File: config.mk
export PLATFORM = sky130hd
export DESIGN_NAME = acorn_tag_gen_flat
export DESIGN_NICKNAME = d
export VERILOG_FILES = /design/src/rtl/acorn_tag_gen_if.sv /design/src/rtl/acorn_tag_gen.sv /design/src/flat_wrapper.sv
export SDC_FILE = /design/constraint.sdc
export NUM_CORES = 1
export LEC_CHECK = 0
export CELL_PAD_IN_SITES_DETAIL_PLACEMENT = 0
export CELL_PAD_IN_SITES_GLOBAL_PLACEMENT = 1
export CORE_AREA = 5 5 273 275
export CTS_CLUSTER_DIAMETER = 30
export DETAILED_ROUTE_END_ITERATION = 10
export DIE_AREA = 0 0 278 280
export PLACE_DENSITY_LB_ADDON = 0.1
export SLEW_MARGIN = 10
export SYNTH_ARGS = -nofsm -noshare
export SYNTH_HDL_FRONTEND = slang
export SYNTH_SLANG_ARGS = --single-unit
File: constraint.sdc
create_clock -name clk -period 2.1 [get_ports clk]
set_clock_uncertainty 0.05 [all_clocks]
set_input_delay 0.42 -clock clk [delete_from_list [all_inputs] [get_ports clk]]
set_output_delay 0.42 -clock clk [all_outputs]
set_load 0.005 [all_outputs]
File: src/rtl/acorn_tag_gen_if.sv
// Handshake and data bundle between the encryption stage and the ACORN-128 tag generator.
interface acorn_tag_gen_if #(
  parameter int unsigned TAG_BITS = 128
);
  logic                start;
  logic [292:0]        state_in;
  logic                busy;
  logic                tag_valid;
  logic [TAG_BITS-1:0] tag;
  logic [292:0]        state_out;

  modport master (
    output start, state_in,
    input  busy, tag_valid, tag, state_out
  );

  modport slave (
    input  start, state_in,
    output busy, tag_valid, tag, state_out
  );
endinterface

File: src/rtl/acorn_tag_gen.sv
// ACORN-128 finalization: runs FINAL_STEPS state updates (m=0, ca=1, cb=1) on a loaded
// state and collects the keystream of the last TAG_BITS steps as the authentication tag.
module acorn_tag_gen #(
  parameter int unsigned FINAL_STEPS = 768,
  parameter int unsigned TAG_BITS    = 128,
  parameter int unsigned CNT_W       = 10
) (
  input  logic            clk,
  input  logic            rst_n,
  acorn_tag_gen_if.slave  tg
);

  typedef enum logic [1:0] {
    IDLE = 2'd0,
    RUN  = 2'd1,
    DONE = 2'd2
  } state_e;

  localparam logic [CNT_W-1:0] LAST_STEP  = CNT_W'(FINAL_STEPS - 1);
  localparam logic [CNT_W-1:0] TAIL_START = CNT_W'(FINAL_STEPS - TAG_BITS);

  state_e              st_q;
  logic [CNT_W-1:0]    cnt_q;
  logic [292:0]        state_q;
  logic [TAG_BITS-1:0] tag_q;
  logic                busy_q;
  logic                valid_q;

  logic [292:0]        mix;
  logic [292:0]        state_d;
  logic                ks_d;
  logic                fb;

  function automatic logic maj(input logic a, input logic b, input logic c);
    return (a & b) ^ (a & c) ^ (b & c);
  endfunction

  function automatic logic ch(input logic a, input logic b, input logic c);
    return (a & b) ^ (~a & c);
  endfunction

  // The six LFSR xors read only pre-update bits; ks and the feedback then read the mixed state.
  always_comb begin
    mix      = state_q;
    mix[289] = state_q[289] ^ state_q[235] ^ state_q[230];
    mix[230] = state_q[230] ^ state_q[196] ^ state_q[193];
    mix[193] = state_q[193] ^ state_q[160] ^ state_q[154];
    mix[154] = state_q[154] ^ state_q[111] ^ state_q[107];
    mix[107] = state_q[107] ^ state_q[66]  ^ state_q[61];
    mix[61]  = state_q[61]  ^ state_q[23]  ^ state_q[0];
    ks_d     = mix[12] ^ mix[154] ^ maj(mix[235], mix[61], mix[193])
             ^ ch(mix[230], mix[111], mix[66]);
    fb       = mix[0] ^ ~mix[107] ^ maj(mix[244], mix[23], mix[160]) ^ mix[196] ^ ks_d;
    state_d  = {fb, mix[292:1]};
  end

  always_ff @(posedge clk or negedge rst_n) begin
    if (!rst_n) begin
      st_q    <= IDLE;
      cnt_q   <= '0;
      state_q <= '0;
      tag_q   <= '0;
      busy_q  <= 1'b0;
      valid_q <= 1'b0;
    end else begin
      valid_q <= 1'b0;
      case (st_q)
        IDLE, DONE: begin
          if (tg.start) begin
            state_q <= tg.state_in;
            cnt_q   <= '0;
            tag_q   <= '0;
            busy_q  <= 1'b1;
            st_q    <= RUN;
          end else begin
            st_q    <= IDLE;
          end
        end
        RUN: begin
          state_q <= state_d;
          cnt_q   <= cnt_q + CNT_W'(1);
          // Shifting in from the top leaves the first tail keystream bit at tag[0].
          if (cnt_q >= TAIL_START) begin
            tag_q <= {ks_d, tag_q[TAG_BITS-1:1]};
          end
          if (cnt_q == LAST_STEP) begin
            busy_q  <= 1'b0;
            valid_q <= 1'b1;
            st_q    <= DONE;
          end
        end
        default: st_q <= IDLE;
      endcase
    end
  end

  assign tg.busy      = busy_q;
  assign tg.tag_valid = valid_q;
  assign tg.tag       = tag_q;
  assign tg.state_out = state_q;

endmodule
File: src/flat_wrapper.sv
// flat-port wrapper written by rule: the top's interface ports become plain ports
module acorn_tag_gen_flat 
#(
  parameter int unsigned FINAL_STEPS = 768,
  parameter int unsigned TAG_BITS    = 128,
  parameter int unsigned CNT_W       = 10
)
  (clk, rst_n, tg_start, tg_state_in, tg_busy, tg_tag_valid, tg_tag, tg_state_out);
  acorn_tag_gen_if #(.TAG_BITS(TAG_BITS)) tg_i ();
  input  logic clk;
  input  logic rst_n;
  input wire logic [$bits(tg_i.start)-1:0] tg_start;
  input wire logic [$bits(tg_i.state_in)-1:0] tg_state_in;
  output wire logic [$bits(tg_i.busy)-1:0] tg_busy;
  output wire logic [$bits(tg_i.tag_valid)-1:0] tg_tag_valid;
  output wire logic [$bits(tg_i.tag)-1:0] tg_tag;
  output wire logic [$bits(tg_i.state_out)-1:0] tg_state_out;
  assign tg_i.start = tg_start;
  assign tg_i.state_in = tg_state_in;
  assign tg_busy = tg_i.busy;
  assign tg_tag_valid = tg_i.tag_valid;
  assign tg_tag = tg_i.tag;
  assign tg_state_out = tg_i.state_out;
  acorn_tag_gen #(.FINAL_STEPS(FINAL_STEPS), .TAG_BITS(TAG_BITS), .CNT_W(CNT_W)) u_core (.clk(clk), .rst_n(rst_n), .tg(tg_i));
endmodule
==> results of run 1 <==
## power breakdown
group / internal [mW] / total [mW] / switching, mW
combinational: 8.18 / 14.7 / 6.56
clock: 13.9 / 19.9 / 5.98
sequential: 11.8 / 14.7 / 2.94
## state kept, by name, indices dropped and copies added (netlist names)
| signal | flops |
|---|---|
| u_core.cnt_q | 10 |
| u_core.tg.state_out | 293 |
| u_core.st_q | 2 |
| u_core.tg.tag_valid | 1 |
| u_core.tg.tag | 128 |
| u_core.tg.busy | 1 |
## per-layer routing
layer	part of all wire [%]	up-vias
met3	7.8	148
met4	2.8	20
met2	50	637
met5	0.16	-
li1	-	8283
met1	39	8684
## logic make-up after synthesis
family / Yosys count
xor+xnor: 14
compound gates: 312
buf+inv: 146
simple gates: 985
flops: 435
fa+ha+maj: 4
mux: 4
## synth_stat cells, types with 3 or more instances
| cell type | number |
|---|---|
| nand2_1 | 835 |
| a22oi_1 | 292 |
| xnor2_1 | 5 |
| buf_1 | 18 |
| inv_1 | 5 |
| xor2_1 | 4 |
| nand3_1 | 131 |
| nor4_1 | 4 |
| dfrtp_1 | 435 |
| o21ai_0 | 13 |
| nand4_1 | 3 |
| clkbuf_1 | 115 |
| buf_2 | 8 |
| mux2i_1 | 4 |
| nor2_1 | 4 |
| nand2b_1 | 3 |
## timing repair
| action | in CTS | in global routing |
|---|---|---|
| setup endpoints to repair | 332 | 48 |
| hold buffers | 1 | 0 |
| buffers inserted | 74 | 11 |
| endpoints found under the hold margin | 21 | 0 |
| cloned | 0 | 0 |
| resized for setup | 307 | 39 |
## stage by stage
step                      std cells  worst slack [ns]  cell area (sq um)
after floorplan                1900            0.2909              17940
after global placement         3528           -0.1058              27000
after CTS                      3846        0.00001199              31810
after global routing           3865         -0.005352              32010
after detailed placement       3528          -0.09327              27000
final                          3870           0.06222              32020
## worst max-delay path by stage
stage                                              start                              endpoint  slack (ns)
CTS                 u_core.tg.state_out[207]$_DFFE_PN0P_                     tg_state_out[207]     0.00001
detailed placement                              tg_start  u_core.tg.state_out[292]$_DFFE_PN0P_       -0.09
finish               u_core.tg.state_out[35]$_DFFE_PN0P_                      tg_state_out[35]        0.06
global route               u_core.tg.tag[38]$_DFFE_PN0P_                            tg_tag[38]      -0.005
floorplan           u_core.tg.state_out[154]$_DFFE_PN0P_  u_core.tg.state_out[292]$_DFFE_PN0P_        0.29
global placement                                tg_start  u_core.tg.state_out[292]$_DFFE_PN0P_       -0.11
## layout make-up
class                      count  area share [%]
antenna                       13          0.1016
timing repair buffer         896           27.33
inverter                       5         0.05861
clock buffer                 192           12.38
tap                          959           3.747
clock inverter                51           1.895
sequential                   435           34.07
multi-input combinational   1319           20.43
==> qor.csv, run 1 <==
metric,value,unit
status,"complete, no violations",
row_count,99,
final_common_cell,nand2_1,
hpwlAfterDp,59.07,mm
ys.flop_type,dfrtp_1,
r2r-end,u_core.tg.state_out[292]$_DFFE_PN0P_,
p_total,49.31,mW
ys_seq_area_share,60.68,%
netlist_area,17940,sq um
final_cell_mix,"nand2_1, dfrtp_1, clkdlybuf4s50_1",
synth_fa_ha_area_share,0.2581,%
first_iter_violations,1125,
cp.arrival,1.57,ns
min_period_over_period,97.04,%
tns,0,ns
multi_input_area,6543,sq um
syn_nets,2198,
synthSimpleGateAreaFrac,21.72,%
final_hold_viol_count,0,
slew-limit-headroom,59.61,%
grt_pass1_vias,18610,
busiest_layer,met2,
vias,17770,
synth_enable_flop_cells,0,
finish.utilization,44.42,%
synth-compound-area-share,12.88,%
ys_ff_latch,435,
yosys_warnings,0,
area_delta_synth_final,78.52,%
drive_above_1_share,14.87,%
clock.fmax,0.4907,GHz
syn_avg_cell_area,9.441,sq um
synthMuxAreaShare,0.2232,%
grt_pass1_wl,123.1,mm
hold_path_class,input pin to async pin,
grt_max_degree,129,
buffer_ports.inserted,718,
die_area,77840,sq um
reg2reg_slack,0.10,ns
clk_latency,0.68,ns
synth_top_family_by_area,simple AND/OR/NAND/NOR gates,
cts_buffer_depth,3,
maxCapViolCount,0,
die_w,278,microns
drcViolationCount,0,
ys_types,30,
p_leak,16.07,nW
final-seq-area,10910,sq um
critPathMaxStageDelay,0.52,ns
synth_area_leaders,"dfrtp_1, nand2_1, a22oi_1",
crit_type,register to primary output,
htree_levels,4,
boundaryPins,719,
antenna_found_initial,23,
layout_min_cycle_time,2.038,ns
crit_chain,clkdlybuf4s50_1,
r2r_start,u_core.tg.state_out[160]$_DFFE_PN0P_,
start_util,24.88,%
core,72090,sq um
dieHeight,280,microns
grtUsageMet2,35.10,%
yosys.area.top_type,dfrtp_1,
wl_per_cell,21.58,microns
drt_pass1_iterations,5,
use_met1,24.48,%
fillers,7078,
async_flop_share,100.0,%
use_met3,7.431,%
synthXorXnorAreaFrac,1.123,%
drv_slew,0,
cts_root_buf,clkbuf_16,
crit_path_end_kind,primary output,
netlist_instances,1900,
cp_max_fo,3,
critPathTopFamily,buffers and inverters,
cp.required,1.63,ns
clk_pin_slew,0.04,ns
critPathBufInv,1,
yosysTopAreaCellShare,60.68,%
cts.sinks,435,
cp_slowest_cell,clkdlybuf4s50_1,
via_per_inst,4.592,
worst_pin_slew,0.6058,ns
hold_slack,0.2273,ns
cp-start-kind,register,
setup_violations,0,
grt.total_usage,20.70,%
power_density,1540,nW/um^2
peakVddDrop,0.7533,mV
cts_tree,built,
cp.depth,1,
cts_buffers,133,
r2r_cells,6,
gp_congestion,0.8617,
nNetsFinal,3088,
antenna_left,0,
grt-ovfl-total,0,
routed_wl,83.53,mm
Note: power is estimated with default switching activity, not from simulation.
==> run 2: changes to the inputs <==
--- a/config.mk
+++ b/config.mk
@@ -5,12 +5,13 @@
 export SDC_FILE = /design/constraint.sdc
 export NUM_CORES = 1
 export LEC_CHECK = 0
+export ABC_AREA = 1
 export CELL_PAD_IN_SITES_DETAIL_PLACEMENT = 0
 export CELL_PAD_IN_SITES_GLOBAL_PLACEMENT = 1
-export CORE_AREA = 5 5 273 275
+export CORE_AREA = 5 5 278 280
 export CTS_CLUSTER_DIAMETER = 30
 export DETAILED_ROUTE_END_ITERATION = 10
-export DIE_AREA = 0 0 278 280
+export DIE_AREA = 0 0 283 285
 export PLACE_DENSITY_LB_ADDON = 0.1
 export SLEW_MARGIN = 10
 export SYNTH_ARGS = -nofsm -noshare
==> run 2 against run 1 <==
- cell count up 5.0%
- sequential power fell by 3%
- worst hold slack improved by 0.028 ns
- die area is 3.6% higher
- global-route usage shrank 0.13 points
- synthesized area is 4.0% higher
- sequential share of layout area down 0.11 points
- via count increased by 7.3%
==> qor.csv, run 2 <==
metric,value,unit,change
crit_type,register to primary output,,
critPathMaxStageDelay,0.57,ns,+0.05 ns
synth_area_leaders,"dfrtp_1, nand3_1, nand2_1",,
pwr-share-comb,28.6,%,-1.3 points
syn_nets,2452,,+12%
routed_wl,85.64,mm,+2.5%
die_area,80660,sq um,+3.6%
htree_levels,4,,unchanged
min_period_over_period,97.34,%,+0.30 points
status,"complete, no violations",,
p_sw_share,32.15,%,+0.76 points
antenna_left,0,,unchanged
layout_min_cycle_time,2.044,ns,+0.006339 ns
yosysTopAreaCellShare,58.35,%,-2.3 points
gp_congestion,0.8278,,-3.9%
met2_length,41.77,mm,-0.46%
netlist_area,18660,sq um,+4.0%
clk_latency,0.69,ns,about the same
nNetsFinal,3269,,+5.9%
setup_ws,0.05588,ns,-0.006339 ns
hpwlAfterDp,60.47,mm,+2.4%
post-synth-top-count-cell,nand2_1,,
largest_reg_flops,293,,unchanged
cp_slowest_cell,clkdlybuf4s50_1,,
die_w,283,microns,+1.8%
pwr-share-clk,41.7,%,+1.4 points
drive_above_1_share,11.30,%,-3.6 points
setup_violations,0,,unchanged
p_leak,15.36,nW,-4.4%
cts_buffer_depth,3,,unchanged
yosys.area.top_type,dfrtp_1,,
buffer_ports.inserted,718,,unchanged
clock.fmax,0.4892,GHz,-0.31%
syn_avg_cell_area,8.661,sq um,-8.3%
netlist_instances,2154,,+13%
worst_pin_slew,0.9352,ns,+0.3294 ns
grt-ovfl-total,0,,unchanged
critPathTopFamily,buffers and inverters,,
grt_pass1_wl,129.1,mm,+4.8%
hold_path_class,input pin to async pin,,
core,74200,sq um,+2.9%
via_per_inst,4.696,,+2.3%
cp_max_fo,2,,-1
cts_buffers,134,,+0.75%
cp.required,1.63,ns,about the same
start_util,25.14,%,+0.26 points
critPathBufInv,1,,unchanged
ys_top_cells_by_count,"nand2_1, nand3_1, dfrtp_1, inv_1, o22ai_1",,
boundaryPins,719,,unchanged
met3_length,6.899,mm,+5.8%
grt_pass1_vias,20100,,+8.0%
slew-limit-headroom,37.66,%,-22 points
drv_slew,0,,unchanged
synth_enable_flop_cells,0,,unchanged
peakVddDrop,0.6020,mV,-20%
drcViolationCount,0,,unchanged
ys_seq_area_share,58.35,%,-2.3 points
wl_per_cell,21.08,microns,-2.3%
drt_pass1_iterations,5,,unchanged
ys_types,24,,-20%
finish.utilization,43.24,%,-1.2 points
p_int,32.52,mW,-3.9%
grt.total_usage,20.57,%,-0.13 points
power_density,1494,nW/um^2,-3.0%
crit_path_end_kind,primary output,,
cts.sinks,435,,unchanged
final_common_cell,nand2_1,,
tns,0,ns,unchanged
row_count,100,,+1.0%
cp.arrival,1.57,ns,about the same
clk_pin_slew,0.04,ns,about the same
first_iter_violations,1000,,-11%
dieHeight,285,microns,+1.8%
wl_met1,33.66,mm,+3.4%
ys.flop_type,dfrtp_1,,
ys_ff_latch,435,,unchanged
area_delta_synth_final,71.97,%,
highest_layer,met5,,
p_seq_share,29.7,%,about the same
cp-start-kind,register,,
power_switching,15.41,mW,-0.44%
dpl_worst_slack,0.1114,ns,+0.2047 ns
final_cell_mix,"nand2_1, nand3_1, dfrtp_1",,
cts_root_buf,clkbuf_16,,
vias,19080,,+7.3%
hold_slack,0.2553,ns,+0.02802 ns
crit_chain,clkdlybuf4s50_1,,
cts_tree,built,,
maxCapViolCount,0,,unchanged
yosys_warnings,0,,unchanged
grt_max_degree,140,,+8.5%
antenna_found_initial,19,,-17%
async_flop_share,100.0,%,unchanged
final_hold_viol_count,0,,unchanged
[run 2: cell types whose count changed in the layout (fill, tap and decap cells not counted), moves of 50 or more]
cell / change
nand3_1: +436
buf_4: -50
nand2_1: -201
a22oi_1: -292
o22ai_1: +128
inv_1: +155
[run 2: timing repair]
item	CTS	global route
gates resized for setup	281	33
hold endpoints to repair	30	0
hold buffers	1	0
setup buffers	52	8
gates cloned	0	0
setup endpoints to repair	312	39
[run 2: logic make-up (layout without fill, tap and decap cells)]
| kind of cell | after synthesis | in the layout | share of synthesized area, % |
|---|---|---|---|
| other | 0 | 14 | 0 |
| buffers and inverters | 319 | 1244 | 6.821 |
| adder cells (fa/ha/maj) | 2 | 2 | 0.1341 |
| XOR/XNOR | 7 | 7 | 0.3286 |
| AND/OR/NAND/NOR | 1219 | 1219 | 28.48 |
| multiplexers | 1 | 1 | 0.05366 |
| AO/OA/AOI/OAI | 171 | 171 | 5.835 |
| flip-flops | 435 | 435 | 58.35 |
[run 2: path summary, 6_finish.rpt]
path                                                from  slack [ns]  depth (start not counted)                              endpoint
min                                                rst_n        0.26                          2         u_core.tg.tag[78]$_DFFE_PN0P_
min in group clk                        tg_state_in[177]        0.26                          3  u_core.tg.state_out[177]$_DFFE_PN0P_
max in group asynchronous                          rst_n        0.96                          3  u_core.tg.state_out[114]$_DFFE_PN0P_
min reg2reg                 u_core.tg.tag[0]$_DFFE_PN0P_        0.43                          2          u_core.tg.tag[0]$_DFFE_PN0P_
max                        u_core.tg.tag[88]$_DFFE_PN0P_        0.06                          1                            tg_tag[88]
max reg2reg                   u_core.st_q[1]$_DFFE_PN0P_        0.28                          6         u_core.tg.tag[46]$_DFFE_PN0P_
[run 2: final cells by class]
cell class | count | area, sq um
Antenna cell | 14 | 35.03
Clock buffer | 196 | 3939
Clock inverter | 48 | 679.4
Fill cell | 7488 | 42110
Inverter | 165 | 636.9
Multi-Input combinational cell | 1400 | 6510
Sequential cell | 435 | 10890
Tap cell | 969 | 1212
Timing Repair Buffer | 835 | 8175
[run 2: through the flow]
stage | cell area (sq um) | power [mW] | cells
final | 32080 | 47.94 | 4062
after global routing | 32080 | 50.66 | 4061
after CTS | 31900 | 48.64 | 4040
after detailed placement | 27220 | 29.07 | 3743
after global placement | 27220 | 28.95 | 3743
after floorplan | 18660 | 18.62 | 2154
[run 2: power by group through the flow]
stage	combinational, mW	sequential (mW)	clock (mW)
2_1_floorplan	4.50	14.1	0
3_3_place_gp	14.4	14.5	0
3_5_place_dp	14.5	14.6	0
4_1_cts	13.9	14.3	20.4
5_1_grt	15.1	14.7	20.9
6_report	13.7	14.2	20.0
[run 2: per-layer routing]
layer	GRT usage, %	vias to the layer above
met5	0	-
met4	9.704	10
met3	7.564	167
met2	33.90	680
met1	23.91	9329
li1	-	8890
==> run 3: changes to the inputs <==
--- a/config.mk
+++ b/config.mk
@@ -8,10 +8,10 @@
 export ABC_AREA = 1
 export CELL_PAD_IN_SITES_DETAIL_PLACEMENT = 0
 export CELL_PAD_IN_SITES_GLOBAL_PLACEMENT = 1
-export CORE_AREA = 5 5 278 280
+export CORE_MARGIN = 5
+export CORE_UTILIZATION = 25
 export CTS_CLUSTER_DIAMETER = 30
 export DETAILED_ROUTE_END_ITERATION = 10
-export DIE_AREA = 0 0 283 285
 export PLACE_DENSITY_LB_ADDON = 0.1
 export SLEW_MARGIN = 10
 export SYNTH_ARGS = -nofsm -noshare
==> run 3 against run 2 <==
- clock power is essentially flat
- critical path depth is the same
- sequential share of layout area is essentially flat
- core utilization grew 0.057 points
- worst hold slack lost 0.088 ns
- critical path type unchanged
- non-clock buffer count shrank 7
- via count shrank 0.39%
- largest cell class unchanged
==> qor.csv, run 3 (synthesis gave the netlist of run 2 again) <==
metric,value,unit,change
status,"complete, no violations",,
core,74200,sq um,unchanged
layout_min_cycle_time,2.042,ns,-0.002420 ns
peakVddDrop,0.6267,mV,+4.1%
crit_chain,clkdlybuf4s50_1,,
finalNonFillerCells,4055,,-0.17%
die_w,283.2,microns,about the same
r2r_cells,13,,+7
grt_pass1_vias,19830,,-1.3%
area_delta_synth_final,72.20,%,
nNetsFinal,3263,,-0.18%
setup_violations,0,,unchanged
boundaryPins,719,,unchanged
die_area,80190,sq um,-0.58%
cts.sinks,435,,unchanged
slew-limit-headroom,54.43,%,+17 points
vias,19000,,-0.39%
final_common_cell,nand2_1,,
grt_max_degree,127,,-9.3%
cp.arrival,1.57,ns,about the same
hold_path_class,input pin to async pin,,
start_util,25.14,%,unchanged
cts_tree,built,,
min_period_over_period,97.22,%,-0.12 points
cts_buffers,135,,+0.75%
drive_above_1_share,11.48,%,+0.18 points
worst_pin_slew,0.6835,ns,-0.2517 ns
cp.required,1.63,ns,about the same
grt_pass1_wl,128.5,mm,-0.50%
rsz0062_at_grt,false,,
tns,0,ns,unchanged
critPathMaxStageDelay,0.52,ns,-0.05 ns
dp_cells,3751,,+0.21%
routed_wl,85.87,mm,+0.26%
dieHeight,283.2,microns,-0.64%
critPathBufInv,1,,unchanged
cp-start-kind,register,,
hpwlAfterDp,60.91,mm,+0.73%
final_hold_viol_count,0,,unchanged
drv_slew,0,,unchanged
r2r-end,u_core.tg.state_out[292]$_DFFE_PN0P_,,
cp_slowest_cell,clkdlybuf4s50_1,,
maxCapViolCount,0,,unchanged
grt.total_usage,20.70,%,+0.13 points
final_cell_mix,"nand2_1, nand3_1, clkdlybuf4s50_1",,
p_leak,15.22,nW,-0.92%
drt_pass1_iterations,5,,unchanged
cp_max_fo,3,,+1
buffer_ports.inserted,718,,unchanged
cts_buffer_depth,3,,unchanged
wl_per_cell,21.18,microns,+0.44%
crit_path_end_kind,primary output,,
drcViolationCount,0,,unchanged
power_density,1488,nW/um^2,-0.44%
clock.fmax,0.4898,GHz,+0.12%
clk_latency,0.68,ns,about the same
htree_levels,4,,unchanged
via_per_inst,4.686,,-0.22%
reg2reg_slack,0.26,ns,-0.02 ns
r2r_start,u_core.tg.state_out[154]$_DFFE_PN0P_,,
crit_type,register to primary output,,
grt-ovfl-total,0,,unchanged
clk_pin_slew,0.04,ns,about the same
critPathTopFamily,buffers and inverters,,
first_iter_violations,930,,-7.0%
antenna_found_initial,24,,+5
row_count,100,,unchanged
antenna_left,0,,unchanged
gp_congestion,0.8386,,+1.3%
cts_root_buf,clkbuf_16,,
largest_reg_flops,293,,unchanged
==> run 3: cell count changes in the layout (fill, tap and decap cells not counted), moves of 6 or more <==
cell             change
dfrtp_2              +9
clkinv_2             +7
buf_4               -14
clkbuf_8             -6
buf_12               +7
dfrtp_1              -9
dlygate4sd2_1       -40
clkdlybuf4s50_1     +38
==> run 3: worst max-delay path by stage <==
stage                                    startpoint                              endpoint  slack (ns)  depth (start not counted)
3_5_place_dp                               tg_start         u_core.tg.tag[23]$_DFFE_PN0P_        0.15                          7
2_1_floorplan            u_core.st_q[1]$_DFFE_PN0P_        u_core.tg.tag[125]$_DFFE_PN0P_        0.62                          8
3_3_place_gp                               tg_start  u_core.tg.state_out[292]$_DFFE_PN0P_        0.13                          8
6_report       u_core.tg.state_out[258]$_DFFE_PN0P_                     tg_state_out[258]        0.06                          1
5_1_grt              u_core.tg.tag[100]$_DFFE_PN0P_                           tg_tag[100]       0.001                          1
4_1_cts        u_core.tg.state_out[128]$_DFFE_PN0P_                     tg_state_out[128]      0.0002                          1
==> run 3: layer usage <==
layer / up-vias / track usage [%] / part of all wire [%]
li1: 8877 / - / -
met1: 9289 / 24.07 / 39
met2: 664 / 34.38 / 49
met3: 150 / 7.982 / 8.3
met4: 22 / 8.571 / 3.0
met5: - / 0 / 0.17
==> run 3: stage by stage <==
step | power [mW] | hold slack, ns | util, % | worst slack, ns | area, sq um
final | 47.79 | 0.1669 | 43.30 | 0.05830 | 32120
after global routing | 50.52 | 0.1568 | 43.29 | 0.001431 | 32120
after CTS | 48.50 | 0.1250 | 43.05 | 0.0001593 | 31940
after detailed placement | 29.09 | 0.2464 | 36.89 | 0.1523 | 27370
after global placement | 28.97 | 0.2586 | 36.89 | 0.1299 | 27370
after floorplan | 18.62 | 0.07441 | - | 0.6178 | 18660
==> run 3: cell type report <==
class	instances	area, sq um
Antenna cell	12	30.03
Clock buffer	190	3877
Clock inverter	56	686.9
Fill cell	7313	42070
Inverter	165	636.9
Multi-Input combinational cell	1400	6510
Sequential cell	435	10910
Tap cell	969	1212
Timing Repair Buffer	828	8265
==> run 3: power breakdown <==
group	switching, mW	internal [mW]
registers	2.75	11.6
logic	6.58	6.99
clock network	5.87	14.0
==> run 3: what timing repair did <==
| action | in CTS | in global routing |
|---|---|---|
| cloned | 0 | 0 |
| gates resized for setup | 250 | 35 |
| endpoints found under the setup margin | 256 | 42 |
| setup buffers | 36 | 9 |
| endpoints found under the hold margin | 261 | 0 |
| hold buffers | 1 | 0 |
==> RTL edit 1 (flow settings as in run 3) <==
Reset style: synchronous (`rst_n`), changed in one clocked block.
--- a/src/rtl/acorn_tag_gen.sv
+++ b/src/rtl/acorn_tag_gen.sv
@@ -54,7 +54,7 @@
     state_d  = {fb, mix[292:1]};
   end
 
-  always_ff @(posedge clk or negedge rst_n) begin
+  always_ff @(posedge clk) begin
     if (!rst_n) begin
       st_q    <= IDLE;
       cnt_q   <= '0;
Check against the original RTL: not equivalent (a bounded check fails within 4 cycles, from zero or initial values and one cycle with rst_n low; the reset may be asserted at any time).
==> RTL edit 1 against run 3 <==
Largest cell class unchanged; synthesized cell count rose by 7.5%; cell area fell by 7.2%; first-iteration DRC count rose by 3.0%; sequential share of layout area fell by 4.6 points; sequential cell count did not move; global-route usage fell by 0.47 points; setup slack improved by 1.8 ps; wire length fell by 7.8%; area after synthesis fell by 8.1%; non-clock buffer count fell by 29; maximum frequency barely moved.
Power is not compared: it rests on default switching activity, and its combinational part moved more than twofold at a synthesized area within 25%.
==> RTL edit 1: results (changes against run 3) <==
- Pwr Total: 30.7 mW
- Worst endpoint data arrival time: 1570 ps (about the same)
- Wl on met1: 31100 µm (-7.7%)
- Critical Path Max Stage Delay: 570 ps (+50 ps)
- DP Area: 0.0255 mm² (-6.6%)
- Total global-route track usage: 0.202 (-0.00471)
- Largest cells by area after synthesis: dfxtp_1, nand2_1, a31oi_1
- Finished Layout Cells: 4063 (+0.20%)
- Placed cell count: 3824 (+1.9%)
- Gpl congestion: 0.861 (+2.6%)
- Worst Hold Endpoint: u_core.tg.state_out[87]
- Core box area: 0.0683 mm² (-7.9%)
- Number of global-route vias before repair: 18800 (-5.5%)
- Post-CTS Setup Bufs: 0 (-100%)
- DR iter-0 viols: 958 (+3.0%)
- Reg2Reg Depth: 6 (-7)
- Drt via density: 4.61 (-1.7%)
- Share of cells above drive strength 1: 0.103 (-0.0119)
- Initial antenna violation count: 21 (-13%)
- Slew HR: 0.703 (+0.159)
- Flop2flop setup slack: 320 ps (+60 ps)
- Post-Place Worst Slack: -20.5 ps (-173 ps)
- Outcome: finished, final reports clean
- First-pass GRT wire length: 117000 µm (-9.1%)
- Nets: 3363 (+3.1%)
- Met2 wire length: 38400 µm (-9.2%)
- Min Hold Slack: 293 ps (+126 ps)
- H-tree depth: 3 (-1)
- R2R Path End: u_core.tg.state_out[211]
- Met3 WL post-DR: 6530 µm (-8.5%)
- Synthesized Nets: 2614 (+6.6%)
- Clock insertion delay at the later pin of the skew report: 660 ps (-20 ps)
- HPWL Detailed: 58200 µm (-4.5%)
- Worst hold path class: in2reg
- CTS Buf Count: 121 (-10%)
- Synth Instances: 2316 (+7.5%)
- DR WL/cell: 19.5 µm (-8.0%)
- Top-area cell type share of the netlist area: 0.508 (-0.0754)
- Top cells by count, synth: nand2_1, dfxtp_1, a31oi_1, a21oi_1, clkbuf_1
- Register area share after synthesis: 0.508 (-0.0754)
- Max reg flops: 293 (unchanged)
- Netlist cell types: 32 (+33%)
- Share of synthesized registers carrying an async set or reset: 0 (-1.00)
RTL edit 1: cell types whose count changed in the layout (fill, tap and decap cells not counted), sizes merged, moves of 27 or more:
cell	run 3	this run
a21oi	3	140
a31oi	0	285
buf	110	81
clkdlybuf4s50	448	592
dfrtp	435	0
dfxtp	0	435
dlygate4sd2	234	80
inv	170	33
nand2	635	1167
nand3	567	27
o211ai	28	1
o22ai	128	0
RTL edit 1: metal layers:
layer,track usage,vias to the layer above
li1,-,9207
met1,0.229,8772
met2,0.340,570
met3,0.0826,157
met4,0.0833,10
met5,0,-
RTL edit 1: cell type report:
cell class	instances	area, µm²
Inverter	32	144
Timing Repair Buffer	799	8220
Antenna cell	15	37.5
Clock buffer	184	3650
Multi-Input combinational cell	1676	7380
Fill cell	6796	38500
Sequential cell	435	8740
Tap cell	882	1100
Clock inverter	40	524
RTL edit 1: logic make-up after synthesis:
| kind of cell | synth area share |
|---|---|
| fa+ha+maj | 0.00146 |
| simple gates | 0.273 |
| buf+inv | 0.0614 |
| xor+xnor | 0.00256 |
| flops | 0.508 |
| compound gates | 0.154 |
RTL edit 1: repair_timing:
action | CTS | global route
resized for setup | 91 | 61
pin swaps | 0 | 0
endpoints found under the setup margin | 86 | 61
RTL edit 1: worst max path at each step:
stage                        startpoint                        to  slack (ps)  cells past startpoint
4_1_cts        u_core.tg.state_out[287]         tg_state_out[287]         0.4                      1
6_report       u_core.tg.state_out[191]         tg_state_out[191]          60                      1
5_1_grt               u_core.tg.tag[41]                tg_tag[41]         0.3                      1
2_1_floorplan           u_core.cnt_q[0]            u_core.tg.busy         700                      8
3_5_place_dp                   tg_start  u_core.tg.state_out[118]         -20                      7
3_3_place_gp                   tg_start  u_core.tg.state_out[107]          50                      7
==> RTL edit 2 (config.mk and constraints of run 3) <==
Made on the original files. `TAG_BITS` is set to 128 in 3 places; all go to 192.
--- a/src/rtl/acorn_tag_gen_if.sv
+++ b/src/rtl/acorn_tag_gen_if.sv
@@ -1,6 +1,6 @@
 // Handshake and data bundle between the encryption stage and the ACORN-128 tag generator.
 interface acorn_tag_gen_if #(
-  parameter int unsigned TAG_BITS = 128
+  parameter int unsigned TAG_BITS = 192
 );
   logic                start;
   logic [292:0]        state_in;
--- a/src/rtl/acorn_tag_gen.sv
+++ b/src/rtl/acorn_tag_gen.sv
@@ -2,7 +2,7 @@
 // state and collects the keystream of the last TAG_BITS steps as the authentication tag.
 module acorn_tag_gen #(
   parameter int unsigned FINAL_STEPS = 768,
-  parameter int unsigned TAG_BITS    = 128,
+  parameter int unsigned TAG_BITS    = 192,
   parameter int unsigned CNT_W       = 10
 ) (
   input  logic            clk,
--- a/src/flat_wrapper.sv
+++ b/src/flat_wrapper.sv
@@ -2,7 +2,7 @@
 module acorn_tag_gen_flat 
 #(
   parameter int unsigned FINAL_STEPS = 768,
-  parameter int unsigned TAG_BITS    = 128,
+  parameter int unsigned TAG_BITS    = 192,
   parameter int unsigned CNT_W       = 10
 )
   (clk, rst_n, tg_start, tg_state_in, tg_busy, tg_tag_valid, tg_tag, tg_state_out);
Interface: changed (resized tg_tag); port bits go from 719 to 783. The function was not compared with the original's and may differ.
==> RTL edit 2 against run 3 <==
Wire length increased by 7.3%; setup slack worse by 16 ps; sequential cell count up 64; cell area grew 9.6%; first-iteration DRC count down 9.0%; final cell count up 9.3%; core utilization down 0.22 points; non-clock buffer count grew 88; global-route usage shrank 0.59 points; worst hold slack improved by 74 ps; area after synthesis increased by 9.9%; die area is 9.5% higher; synthesized cell count increased by 7.6%; highest routed layer unchanged.
Power is not compared: it rests on default switching activity, and its combinational part moved more than twofold at a synthesized area within 25%.
==> RTL edit 2: results (changes against run 3) <==
- First-pass GRT wire length: 134000 µm (+4.1%)
- IO Port Bufs: 782 (+8.9%)
- Largest net degree at the start of global routing: 92 (-28%)
- Number of global-route vias before repair: 20900 (+5.6%)
- CTS Buf Count: 145 (+7.4%)
- Largest cells by area after synthesis: dfrtp_1, nand2_1, nand3_1
- Max reg flops: 293 (unchanged)
- DR iter-0 viols: 846 (-9.0%)
- Reg2Reg Depth: 12 (-1)
- Register area share after synthesis: 0.609 (+0.0255)
- Worst-Margin Slew: 747 ps (+63.2 ps)
- Worst r2r src: u_core.tg.state_out[111]
- Via Count: 20000 (+5.0%)
- Top cells by count, synth: nand2_1, dfrtp_1, nand3_1, inv_1, o22ai_1
- Worst-path clk slew: 50 ps
- HPWL Detailed: 67300 µm (+10%)
- Finished Layout Cells: 4432 (+9.3%)
- Nets: 3541 (+8.5%)
- Filler instances: 8129 (+11%)
- Wire length after detailed routing: 92100 µm (+7.3%)
- Synthesized Nets: 2616 (+6.7%)
- Initial antenna violation count: 20 (-17%)
- Synth Instances: 2318 (+7.6%)
- Gpl congestion: 0.856 (+2.1%)
- Critical path startpoint: u_core.tg.state_out[82]
- Placed cell count: 4100 (+9.3%)
- Worst endpoint data arrival time: 1590 ps (+20 ps)
- Outcome: finished, final reports clean
- Share of cells above drive strength 1: 0.115 (-0.000207)
- Clock Path Buffers: 3 (unchanged)
- Total global-route track usage: 0.201 (-0.00589)
- Netlist cell types: 26 (+8.3%)
==> RTL edit 2: changes by cell type after synthesis, moves of 7 or more <==
cell | run 3 | this run
nand3_1 | 567 | 290
nand2_1 | 635 | 904
o22ai_1 | 128 | 193
dfrtp_1 | 435 | 499
inv_1 | 160 | 219
buf_4 | 5 | 20
clkbuf_1 | 87 | 75
buf_1 | 22 | 11
buf_2 | 39 | 32
==> RTL edit 2: final timing paths <==
| check | slack, ps | to |
|---|---|---|
| max reg2reg | 280 | u_core.tg.tag[191] |
| min in group clk | 250 | u_core.tg.state_out[142] |
| min reg2reg | 450 | u_core.tg.state_out[284] |
| max | 40 | tg_state_out[82] |
| min | 240 | u_core.tg.state_out[122] |
| max in group asynchronous | 840 | u_core.tg.state_out[211] |
==> RTL edit 2: power groups by stage <==
stage	clock, mW	sequential, mW	combinational, mW
detailed placement	0	9.79	0.846
global route	22.4	9.65	0.900
global placement	0	9.79	0.845
floorplan	0	9.79	0.0000257
finish	21.3	9.66	0.825
CTS	21.8	9.66	0.851
==> RTL edit 2: logic make-up after synthesis <==
group | share of synthesized area
XOR/XNOR | 0.00342
adder cells (fa/ha/maj) | 0.00122
AND/OR/NAND/NOR | 0.241
buffers and inverters | 0.0719
flip-flops | 0.609
AO/OA/AOI/OAI | 0.0738
==> RTL edit 2: metrics by stage <==
stage | TNS (ps) | hold WS, ps | instance area [µm²] | setup slack, ps | utilization
final | 0 | 241 | 35200 | 42.6 | 0.431
after global routing | -32.7 | 212 | 35200 | -32.7 | 0.431
after CTS | 0 | 191 | 35000 | 0.0601 | 0.428
after detailed placement | 0 | 293 | 30100 | 17.0 | 0.368
after global placement | 0 | 295 | 30100 | 30.8 | 0.368
after floorplan | 0 | 74.4 | 20500 | 605 | -
==> RTL edit 2: area by class of cell <==
cell class                 count  area (µm²)  share of cell area
inverter                     224         856              0.0243
clock buffer                 196        4110               0.117
multi-input combinational   1457        6560               0.186
tap                         1070        1340              0.0380
timing repair buffer         916        9080               0.258
sequential                   499       12500               0.355
clock inverter                58         734              0.0209
antenna                       12        30.0            0.000853
==> RTL edit 2: what timing repair did <==
action | CTS | global route
hold buffers | 1 | 0
setup endpoints to repair | 358 | 55
endpoints found under the hold margin | 266 | 0
resized for setup | 329 | 46
setup buffers | 55 | 10
==> RTL edit 2: layer usage <==
metal,vias up,routed length [µm],global-route usage
met1,9666,34900,0.227
met3,169,7750,0.0759
met5,-,127,0
li1,9413,-,-
met2,691,46400,0.346
met4,18,2900,0.0807
